--- config.mk ---
export PLATFORM = sky130hd
export DESIGN_NAME = ndp_copy_unit_flat
export DESIGN_NICKNAME = d
export VERILOG_FILES = /design/src/rtl/ndp_pkg.sv /design/src/rtl/ndp_copy_unit_if.sv /design/src/rtl/ndp_copy_unit.sv /design/src/flat_wrapper.sv
export SDC_FILE = /design/constraint.sdc
export NUM_CORES = 1
export LEC_CHECK = 0
export BUFFER_PORTS_ARGS = -buffer_cell sky130_fd_sc_hd__buf_2
export CAP_MARGIN = 20
export CORE_UTILIZATION = 62
export CTS_CLUSTER_DIAMETER = 30
export DETAILED_ROUTE_END_ITERATION = 6
export PLACE_DENSITY = 0.84
export SLEW_MARGIN = 15
export SYNTH_ARGS = -nofsm -noshare
export SYNTH_HDL_FRONTEND = slang
export SYNTH_SLANG_ARGS = --single-unit
--- constraint.sdc ---
create_clock -name clk -period 10.26 [get_ports clk]
set_input_delay 0.513 -clock clk [delete_from_list [all_inputs] [get_ports clk]]
set_output_delay 0.513 -clock clk [all_outputs]
set_load 0.05 [all_outputs]
--- src/rtl/ndp_pkg.sv ---
// Shared types and constants for the near-data-processing copy units.
package ndp_pkg;

    localparam int unsigned LEN_W  = 16;
    localparam int unsigned TBL_W  = 12;
    localparam int unsigned WORD_W = 32;

    // Word offsets of the descriptor fields inside the offset table
    localparam int unsigned DESC_SRC = 0;
    localparam int unsigned DESC_DST = 1;
    localparam int unsigned DESC_LEN = 2;

    localparam logic [31:0] LOG_BASE_DEFAULT = 32'h0000_8000;

    typedef enum logic [2:0] {
        ST_IDLE,
        ST_FETCH,
        ST_RD_SRC,
        ST_RD_OLD,
        ST_WR_LOG,
        ST_WR_DST,
        ST_DONE
    } state_t;

endpackage

--- src/rtl/ndp_copy_unit_if.sv ---
// Single-master word memory request port used by each copy unit.
interface ndp_copy_unit_if
    import ndp_pkg::*;
#(
    parameter int unsigned ADDR_W = 32
);
    logic              mem_req;
    logic              mem_we;
    logic [ADDR_W-1:0] mem_addr;
    logic [WORD_W-1:0] mem_wdata;
    logic              mem_ack;
    logic [WORD_W-1:0] mem_rdata;

    modport master (
        output mem_req, mem_we, mem_addr, mem_wdata,
        input  mem_ack, mem_rdata
    );

    modport slave (
        input  mem_req, mem_we, mem_addr, mem_wdata,
        output mem_ack, mem_rdata
    );
endinterface

--- src/rtl/ndp_copy_unit.sv ---
// Per-unit copy worker: fetches a (src, dst, len) descriptor from the offset
// table, then copies len words, optionally logging the old destination words.
module ndp_copy_unit
    import ndp_pkg::*;
#(
    parameter int unsigned       ADDR_W   = 32,
    parameter logic [ADDR_W-1:0] LOG_BASE = ADDR_W'(LOG_BASE_DEFAULT)
) (
    input  logic              clk,
    input  logic              reset,
    input  logic              start,
    input  logic              clobber_enable,
    input  logic [TBL_W-1:0]  cmd_base,
    output logic              offset_read_enable,
    output logic [TBL_W-1:0]  offset_read_addr,
    input  logic [WORD_W-1:0] offset_read_data,
    ndp_copy_unit_if.master   mem,
    output logic              ndp_status,
    output logic              ndp_done
);

    state_t            state_q, state_d;
    logic [1:0]        cnt_q, cnt_d;
    logic [TBL_W-1:0]  base_q, base_d;
    logic              clob_q, clob_d;
    logic [LEN_W-1:0]  idx_q, idx_d;
    logic [LEN_W-1:0]  len_q, len_d;
    logic [ADDR_W-1:0] src_q, src_d;
    logic [ADDR_W-1:0] dst_q, dst_d;
    logic [WORD_W-1:0] src_word_q, src_word_d;
    logic [WORD_W-1:0] old_word_q, old_word_d;

    logic              mem_req_q, mem_req_d;
    logic              mem_we_q, mem_we_d;
    logic [ADDR_W-1:0] mem_addr_q, mem_addr_d;
    logic [WORD_W-1:0] mem_wdata_q, mem_wdata_d;
    logic              offset_read_enable_d;
    logic [TBL_W-1:0]  offset_read_addr_d;
    logic              ndp_status_d;
    logic              ndp_done_d;
    logic              xfer;

    assign xfer = mem_req_q && mem.mem_ack;

    // State, descriptor latches and registered outputs
    always_ff @(posedge clk or negedge reset) begin
        if (!reset) begin
            state_q            <= ST_IDLE;
            cnt_q              <= '0;
            base_q             <= '0;
            clob_q             <= 1'b0;
            idx_q              <= '0;
            len_q              <= '0;
            src_q              <= '0;
            dst_q              <= '0;
            src_word_q         <= '0;
            old_word_q         <= '0;
            mem_req_q          <= 1'b0;
            mem_we_q           <= 1'b0;
            mem_addr_q         <= '0;
            mem_wdata_q        <= '0;
            offset_read_enable <= 1'b0;
            offset_read_addr   <= '0;
            ndp_status         <= 1'b0;
            ndp_done           <= 1'b0;
        end else begin
            state_q            <= state_d;
            cnt_q              <= cnt_d;
            base_q             <= base_d;
            clob_q             <= clob_d;
            idx_q              <= idx_d;
            len_q              <= len_d;
            src_q              <= src_d;
            dst_q              <= dst_d;
            src_word_q         <= src_word_d;
            old_word_q         <= old_word_d;
            mem_req_q          <= mem_req_d;
            mem_we_q           <= mem_we_d;
            mem_addr_q         <= mem_addr_d;
            mem_wdata_q        <= mem_wdata_d;
            offset_read_enable <= offset_read_enable_d;
            offset_read_addr   <= offset_read_addr_d;
            ndp_status         <= ndp_status_d;
            ndp_done           <= ndp_done_d;
        end
    end

    // Next state and datapath latches
    always_comb begin
        state_d    = state_q;
        cnt_d      = cnt_q;
        base_d     = base_q;
        clob_d     = clob_q;
        idx_d      = idx_q;
        len_d      = len_q;
        src_d      = src_q;
        dst_d      = dst_q;
        src_word_d = src_word_q;
        old_word_d = old_word_q;
        unique case (state_q)
            ST_IDLE: begin
                if (start) begin
                    state_d = ST_FETCH;
                    cnt_d   = '0;
                    base_d  = cmd_base;
                    clob_d  = clobber_enable;
                    idx_d   = '0;
                end
            end
            ST_FETCH: begin
                cnt_d = cnt_q + 2'd1;
                // Table data lags its strobe by one cycle
                if (cnt_q == 2'(DESC_SRC + 1)) src_d = ADDR_W'(offset_read_data);
                if (cnt_q == 2'(DESC_DST + 1)) dst_d = ADDR_W'(offset_read_data);
                if (cnt_q == 2'(DESC_LEN + 1)) begin
                    len_d   = offset_read_data[LEN_W-1:0];
                    state_d = (len_d != '0) ? ST_RD_SRC : ST_DONE;
                end
            end
            ST_RD_SRC: begin
                if (xfer) begin
                    src_word_d = mem.mem_rdata;
                    state_d    = clob_q ? ST_RD_OLD : ST_WR_DST;
                end
            end
            ST_RD_OLD: begin
                if (xfer) begin
                    old_word_d = mem.mem_rdata;
                    state_d    = ST_WR_LOG;
                end
            end
            ST_WR_LOG: begin
                if (xfer) state_d = ST_WR_DST;
            end
            ST_WR_DST: begin
                if (xfer) begin
                    idx_d   = idx_q + LEN_W'(1);
                    state_d = (idx_d == len_q) ? ST_DONE : ST_RD_SRC;
                end
            end
            ST_DONE: state_d = ST_IDLE;
            default: state_d = ST_IDLE;
        endcase
    end

    // Output values for the upcoming state, registered above
    always_comb begin
        mem_req_d            = 1'b0;
        mem_we_d             = 1'b0;
        mem_addr_d           = '0;
        mem_wdata_d          = '0;
        offset_read_enable_d = 1'b0;
        offset_read_addr_d   = '0;
        ndp_status_d         = (state_d != ST_IDLE);
        ndp_done_d           = (state_d == ST_DONE);
        unique case (state_d)
            ST_FETCH: begin
                if (cnt_d != 2'd3) begin
                    offset_read_enable_d = 1'b1;
                    offset_read_addr_d   = base_d + TBL_W'(cnt_d);
                end
            end
            ST_RD_SRC: begin
                mem_req_d  = 1'b1;
                mem_addr_d = src_d + ADDR_W'(idx_d);
            end
            ST_RD_OLD: begin
                mem_req_d  = 1'b1;
                mem_addr_d = dst_d + ADDR_W'(idx_d);
            end
            ST_WR_LOG: begin
                mem_req_d   = 1'b1;
                mem_we_d    = 1'b1;
                mem_addr_d  = LOG_BASE + ADDR_W'(idx_d);
                mem_wdata_d = old_word_d;
            end
            ST_WR_DST: begin
                mem_req_d   = 1'b1;
                mem_we_d    = 1'b1;
                mem_addr_d  = dst_d + ADDR_W'(idx_d);
                mem_wdata_d = src_word_d;
            end
            default: ;
        endcase
    end

    assign mem.mem_req   = mem_req_q;
    assign mem.mem_we    = mem_we_q;
    assign mem.mem_addr  = mem_addr_q;
    assign mem.mem_wdata = mem_wdata_q;

endmodule

--- src/flat_wrapper.sv ---
// flat-port wrapper written by rule: the top's interface ports become plain ports
module ndp_copy_unit_flat import ndp_pkg::*;
#(
    parameter int unsigned       ADDR_W   = 32,
    parameter logic [ADDR_W-1:0] LOG_BASE = ADDR_W'(LOG_BASE_DEFAULT)
)
  (clk, reset, start, clobber_enable, cmd_base, offset_read_enable, offset_read_addr, offset_read_data, ndp_status, ndp_done, mem_mem_req, mem_mem_we, mem_mem_addr, mem_mem_wdata, mem_mem_ack, mem_mem_rdata);
  ndp_copy_unit_if #(.ADDR_W(ADDR_W)) mem_i ();
  input  logic clk;
  input  logic reset;
  input  logic start;
  input  logic clobber_enable;
  input  logic [TBL_W-1:0] cmd_base;
  output logic offset_read_enable;
  output logic [TBL_W-1:0] offset_read_addr;
  input  logic [WORD_W-1:0] offset_read_data;
  output logic ndp_status;
  output logic ndp_done;
  output wire logic [$bits(mem_i.mem_req)-1:0] mem_mem_req;
  output wire logic [$bits(mem_i.mem_we)-1:0] mem_mem_we;
  output wire logic [$bits(mem_i.mem_addr)-1:0] mem_mem_addr;
  output wire logic [$bits(mem_i.mem_wdata)-1:0] mem_mem_wdata;
  input wire logic [$bits(mem_i.mem_ack)-1:0] mem_mem_ack;
  input wire logic [$bits(mem_i.mem_rdata)-1:0] mem_mem_rdata;
  assign mem_mem_req = mem_i.mem_req;
  assign mem_mem_we = mem_i.mem_we;
  assign mem_mem_addr = mem_i.mem_addr;
  assign mem_mem_wdata = mem_i.mem_wdata;
  assign mem_i.mem_ack = mem_mem_ack;
  assign mem_i.mem_rdata = mem_mem_rdata;
  ndp_copy_unit #(.ADDR_W(ADDR_W), .LOG_BASE(LOG_BASE)) u_core (.clk(clk), .reset(reset), .start(start), .clobber_enable(clobber_enable), .cmd_base(cmd_base), .offset_read_enable(offset_read_enable), .offset_read_addr(offset_read_addr), .offset_read_data(offset_read_data), .mem(mem_i), .ndp_status(ndp_status), .ndp_done(ndp_done));
endmodule
==> impl_metrics.py <==
metrics = {
    "clock_tree": {
        "cts_made_buffers": 45,
        "hold_buffers": 0,
        "clk_latency_ns": 0.54,
        "cts_buffer_depth": 3,
        "postCtsSetupRepairBufs": 0,
        "clock-sinks": 259,
        "cts_resized": 0,
        "clk_pin_slew_ns": 0.05,
        "root_buffer": "clkbuf_16",
        "cts_tree": "done",
        "htreeDepth": 2,
    },
    "drt": {
        "drc_errors": 0,
        "route.met2.wl_um": 13830,
        "wl_per_cell_um": 19.67,
        "via_count": 8743,
        "m1WireLength_um": 12290,
        "drt.antenna.violating_nets": 0,
        "via_per_inst": 5.956,
        "drt-total-wl_um": 28870,
        "met3_length_um": 2211,
        "drtPass1Iterations": 5,
        "highest_layer": "met5",
        "drtIter0Drc": 676,
    },
    "global_route": {
        "antenna_found_initial": 2,
        "grt_start_max_net_pins": 130,
        "grt_pass1_wl_um": 46060,
        "grt_pass1_vias": 8874,
        "grt_overflow": 0,
        "track_usage_pct": 29.19,
    },
    "worst_setup_path": {
        "max_stage_delay_ns": 0.65,
        "worst-path-max-fanout": 39,
        "path_cells": "nor4bb_4, buf_4, mux2_2, mux2_2, ha_1, fa_1, a211oi_1, o21ai_0, and4_1, o21ai_0, a21oi_1, o211ai_1, xor2_1, nor2_1",
        "critPathSlowestCell": "dfrtp_1",
        "end_kind": "register",
        "worstSetupPathType": "register to register",
        "critPathBufInv": 1,
        "cpLargestDelayFamily": "compound AO/OA/AOI/OAI gates",
        "startpoint_type": "register",
        "critical_path_arrival_ns": 5.46,
        "required_ns": 10.64,
    },
    "sta": {
        "finalHoldViolCount": 0,
        "grt_setup_unrepaired": "false",
        "finalCritPeriodShare_pct": 49.47,
        "setup_viol": 0,
        "tns_ns": 0,
        "worst_pin_slew_ns": 1.008,
        "fin_skew_ns": 0.02695,
        "hold_slack_ns": 0.08891,
        "min_period_ns": 5.076,
        "drv_slew": 0,
        "max_freq_ghz": 0.1970,
        "max-slew-margin-rel_pct": 32.77,
    },
    "logic_synthesis": {
        "synth_area_leader_cell": "dfrtp_1",
        "synthesis.nets": 1100,
        "synth_cells": 995,
        "yosys.area.top_type_share_pct": 52.95,
        "synth_edf_count": 0,
        "postSynthAreaPerCell_um2": 12.30,
        "synth_area_um2": 12240,
        "async_flop_share_pct": 100.0,
        "ys_ff_latch": 259,
        "yosys.cell_types.count": 67,
        "synth_ff_type": "dfrtp_1",
        "ys_seq_area_share_pct": 52.95,
        "ys_warn_count": 0,
        "yosys-top-cells-area": "dfrtp_1, mux2_2, xnor2_1, a32o_1, ha_1",
    },
    "floorplan": {
        "dieArea_um2": 20310,
        "die_w_um": 142.5,
        "fp.dieH_um": 142.5,
        "start_util_pct": 63.10,
        "core_area_um2": 19400,
        "ios": 162,
        "core.rowCount": 51,
    },
    "run": {
        "maxCapViolCount": 0,
    },
    "layout": {
        "final_cells": 1468,
        "drive_above_1_share_pct": 38.19,
        "area.growth.synth_to_final_pct": 21.11,
        "fin_nets": 1273,
        "fillerInstances": 1237,
        "final_cell_area_um2": 14820,
    },
    "pwr": {
        "power.leakage_nw": 6.833,
        "powerDensity_nw_per_um2": 345.3,
        "ir_drop_v": 0.0002178,
    },
    "placed_design": {
        "hpwlAfterDp_um": 18120,
        "postPlaceCellArea_um2": 13270,
        "gp_congestion": 0.8857,
        "place_inst": 1386,
        "io_buffer_count": 161,
    },
    "min_path": {
        "hold_class": "input port to async pin",
    },
    "outcome": {
        "status": "finished clean",
    },
}
[sequential cells by signal, indices dropped and copies added (netlist names)]
register                   flops
u_core.base_q                 12
u_core.src_word_q             32
u_core.len_q                  16
u_core.ndp_status              1
u_core.offset_read_enable      1
u_core.clob_q                  1
u_core.mem.mem_addr           32
u_core.idx_q                  16
u_core.cnt_q                   2
u_core.old_word_q             32
u_core.mem.mem_wdata          32
u_core.offset_read_addr       12
u_core.mem.mem_req             1
u_core.state_q                 3
u_core.ndp_done                1
u_core.dst_q                  32
u_core.src_q                  32
u_core.mem.mem_we              1
[final timing paths]
kind / from / to / slack (ns) / depth (start not counted)
min reg2reg: u_core.dst_q[30]$_DFF_PN0_ / u_core.dst_q[30]$_DFF_PN0_ / 0.48 / 2
max reg2reg: u_core.state_q[0]$_DFF_PN0_ / u_core.mem.mem_addr[24]$_DFF_PN0_ / 5.18 / 14
min: reset / u_core.dst_q[30]$_DFF_PN0_ / 0.09 / 1
max in group asynchronous: reset / u_core.src_word_q[27]$_DFF_PN0_ / 7.99 / 3
min in group clk: clobber_enable / u_core.clob_q$_DFFE_PN0P_ / 0.19 / 3
max: u_core.state_q[0]$_DFF_PN0_ / u_core.mem.mem_addr[24]$_DFF_PN0_ / 5.18 / 14
[cells in the final DEF, fill, tap and decap left out, drive strengths merged, types with 4 or more instances in the layout]
cell,n
dfrtp,259
buf,173
mux2,172
nor2,63
nand2,61
clkbuf,53
o21ai,39
xnor2,39
inv,35
a32o,32
a21oi,29
nand3,24
mux2i,24
ha,22
xor2,18
o2bb2ai,16
nor3,16
o31ai,11
clkinv,11
and3,9
nor4,8
nand4,8
a31oi,7
a21o,7
clkinvlp,7
nand2b,5
a211oi,5
bufinv,4
[power breakdown]
group | total (mW) | switching (mW) | internal (mW) | leakage (nW)
sequential | 1.59 | 0.176 | 1.41 | 3.32
clock | 1.49 | 0.528 | 0.961 | 0.744
combinational | 2.04 | 1.25 | 0.795 | 2.77
[through the flow]
step                      utilization, %  setup slack, ns  power [mW]
after floorplan                        -            5.553       3.119
after detailed placement           68.42            5.385       3.590
after global placement             68.40            5.509       3.518
after global routing               76.42            4.972       5.377
after CTS                          76.41            5.312       5.128
final                              76.42            5.184       5.118
[cells in the mapped netlist (2+ instances only)]
master,number
inv_1,28
a211oi_1,4
and3_1,9
nor4_1,7
o2bb2ai_1,6
o21ai_0,39
or3_1,2
buf_6,4
nor3_1,11
o21a_1,2
a21oi_1,29
nand4_1,6
o2bb2ai_2,10
mux2i_1,23
a32o_1,32
a22o_1,2
and4_1,3
mux2_2,172
a21o_1,7
clkbuf_1,14
a311oi_1,2
nor4bb_1,2
xor2_1,18
nand2b_1,5
o31ai_1,11
and2_1,3
o22ai_1,2
xnor2_1,39
a31oi_1,7
nand2_1,61
fa_1,2
or4_4,2
dfrtp_1,259
nor2_1,63
buf_1,2
nor3_2,4
ha_1,22
o211ai_1,3
a31o_2,2
nor2b_1,3
nand3_1,23
buf_2,25
[final cells by class]
class                           instances  area, µm²  share of cell area [%]
Tap cell                              265      331.6                   2.237
Clock inverter                         28      332.8                   2.245
Antenna cell                            1      2.502                 0.01688
Multi-Input combinational cell        660       5448                   36.75
Sequential cell                       259       6481                   43.72
Inverter                               29      108.9                  0.7343
Timing Repair Buffer                  173      903.4                   6.094
Clock buffer                           53       1216                   8.204
[cells by family (layout without fill, tap and decap cells)]
group,after synthesis,in the layout,share of synthesized area [%]
XOR/XNOR,57,57,4.079
AND/OR/NAND/NOR,217,217,9.159
flip-flops,259,259,52.95
adder cells (fa/ha/maj),24,24,2.576
other,0,1,0
AO/OA/AOI/OAI,166,166,10.40
multiplexers,196,196,17.89
buffers and inverters,76,283,2.954
[routing by layer]
metal / global-route usage [%] / up-vias
met3: 7.705 / 52
met2: 46.57 / 338
met1: 39.41 / 4396
met5: 0 / -
met4: 8.546 / 2
li1: - / 3955
[worst reg2reg max path, stage by stage (launching register included)]
cell and delay [ns]:
dfrtp_1 0.65, nor4bb_4 0.29, buf_4 0.54, mux2_2 0.44, mux2_2 0.27, ha_1 0.21
fa_1 0.43, a211oi_1 0.40, o21ai_0 0.26, and4_1 0.25, o21ai_0 0.31, a21oi_1 0.29
o211ai_1 0.34, xor2_1 0.20, nor2_1 0.08
No activity file was read; power rests on OpenSTA's default activity.
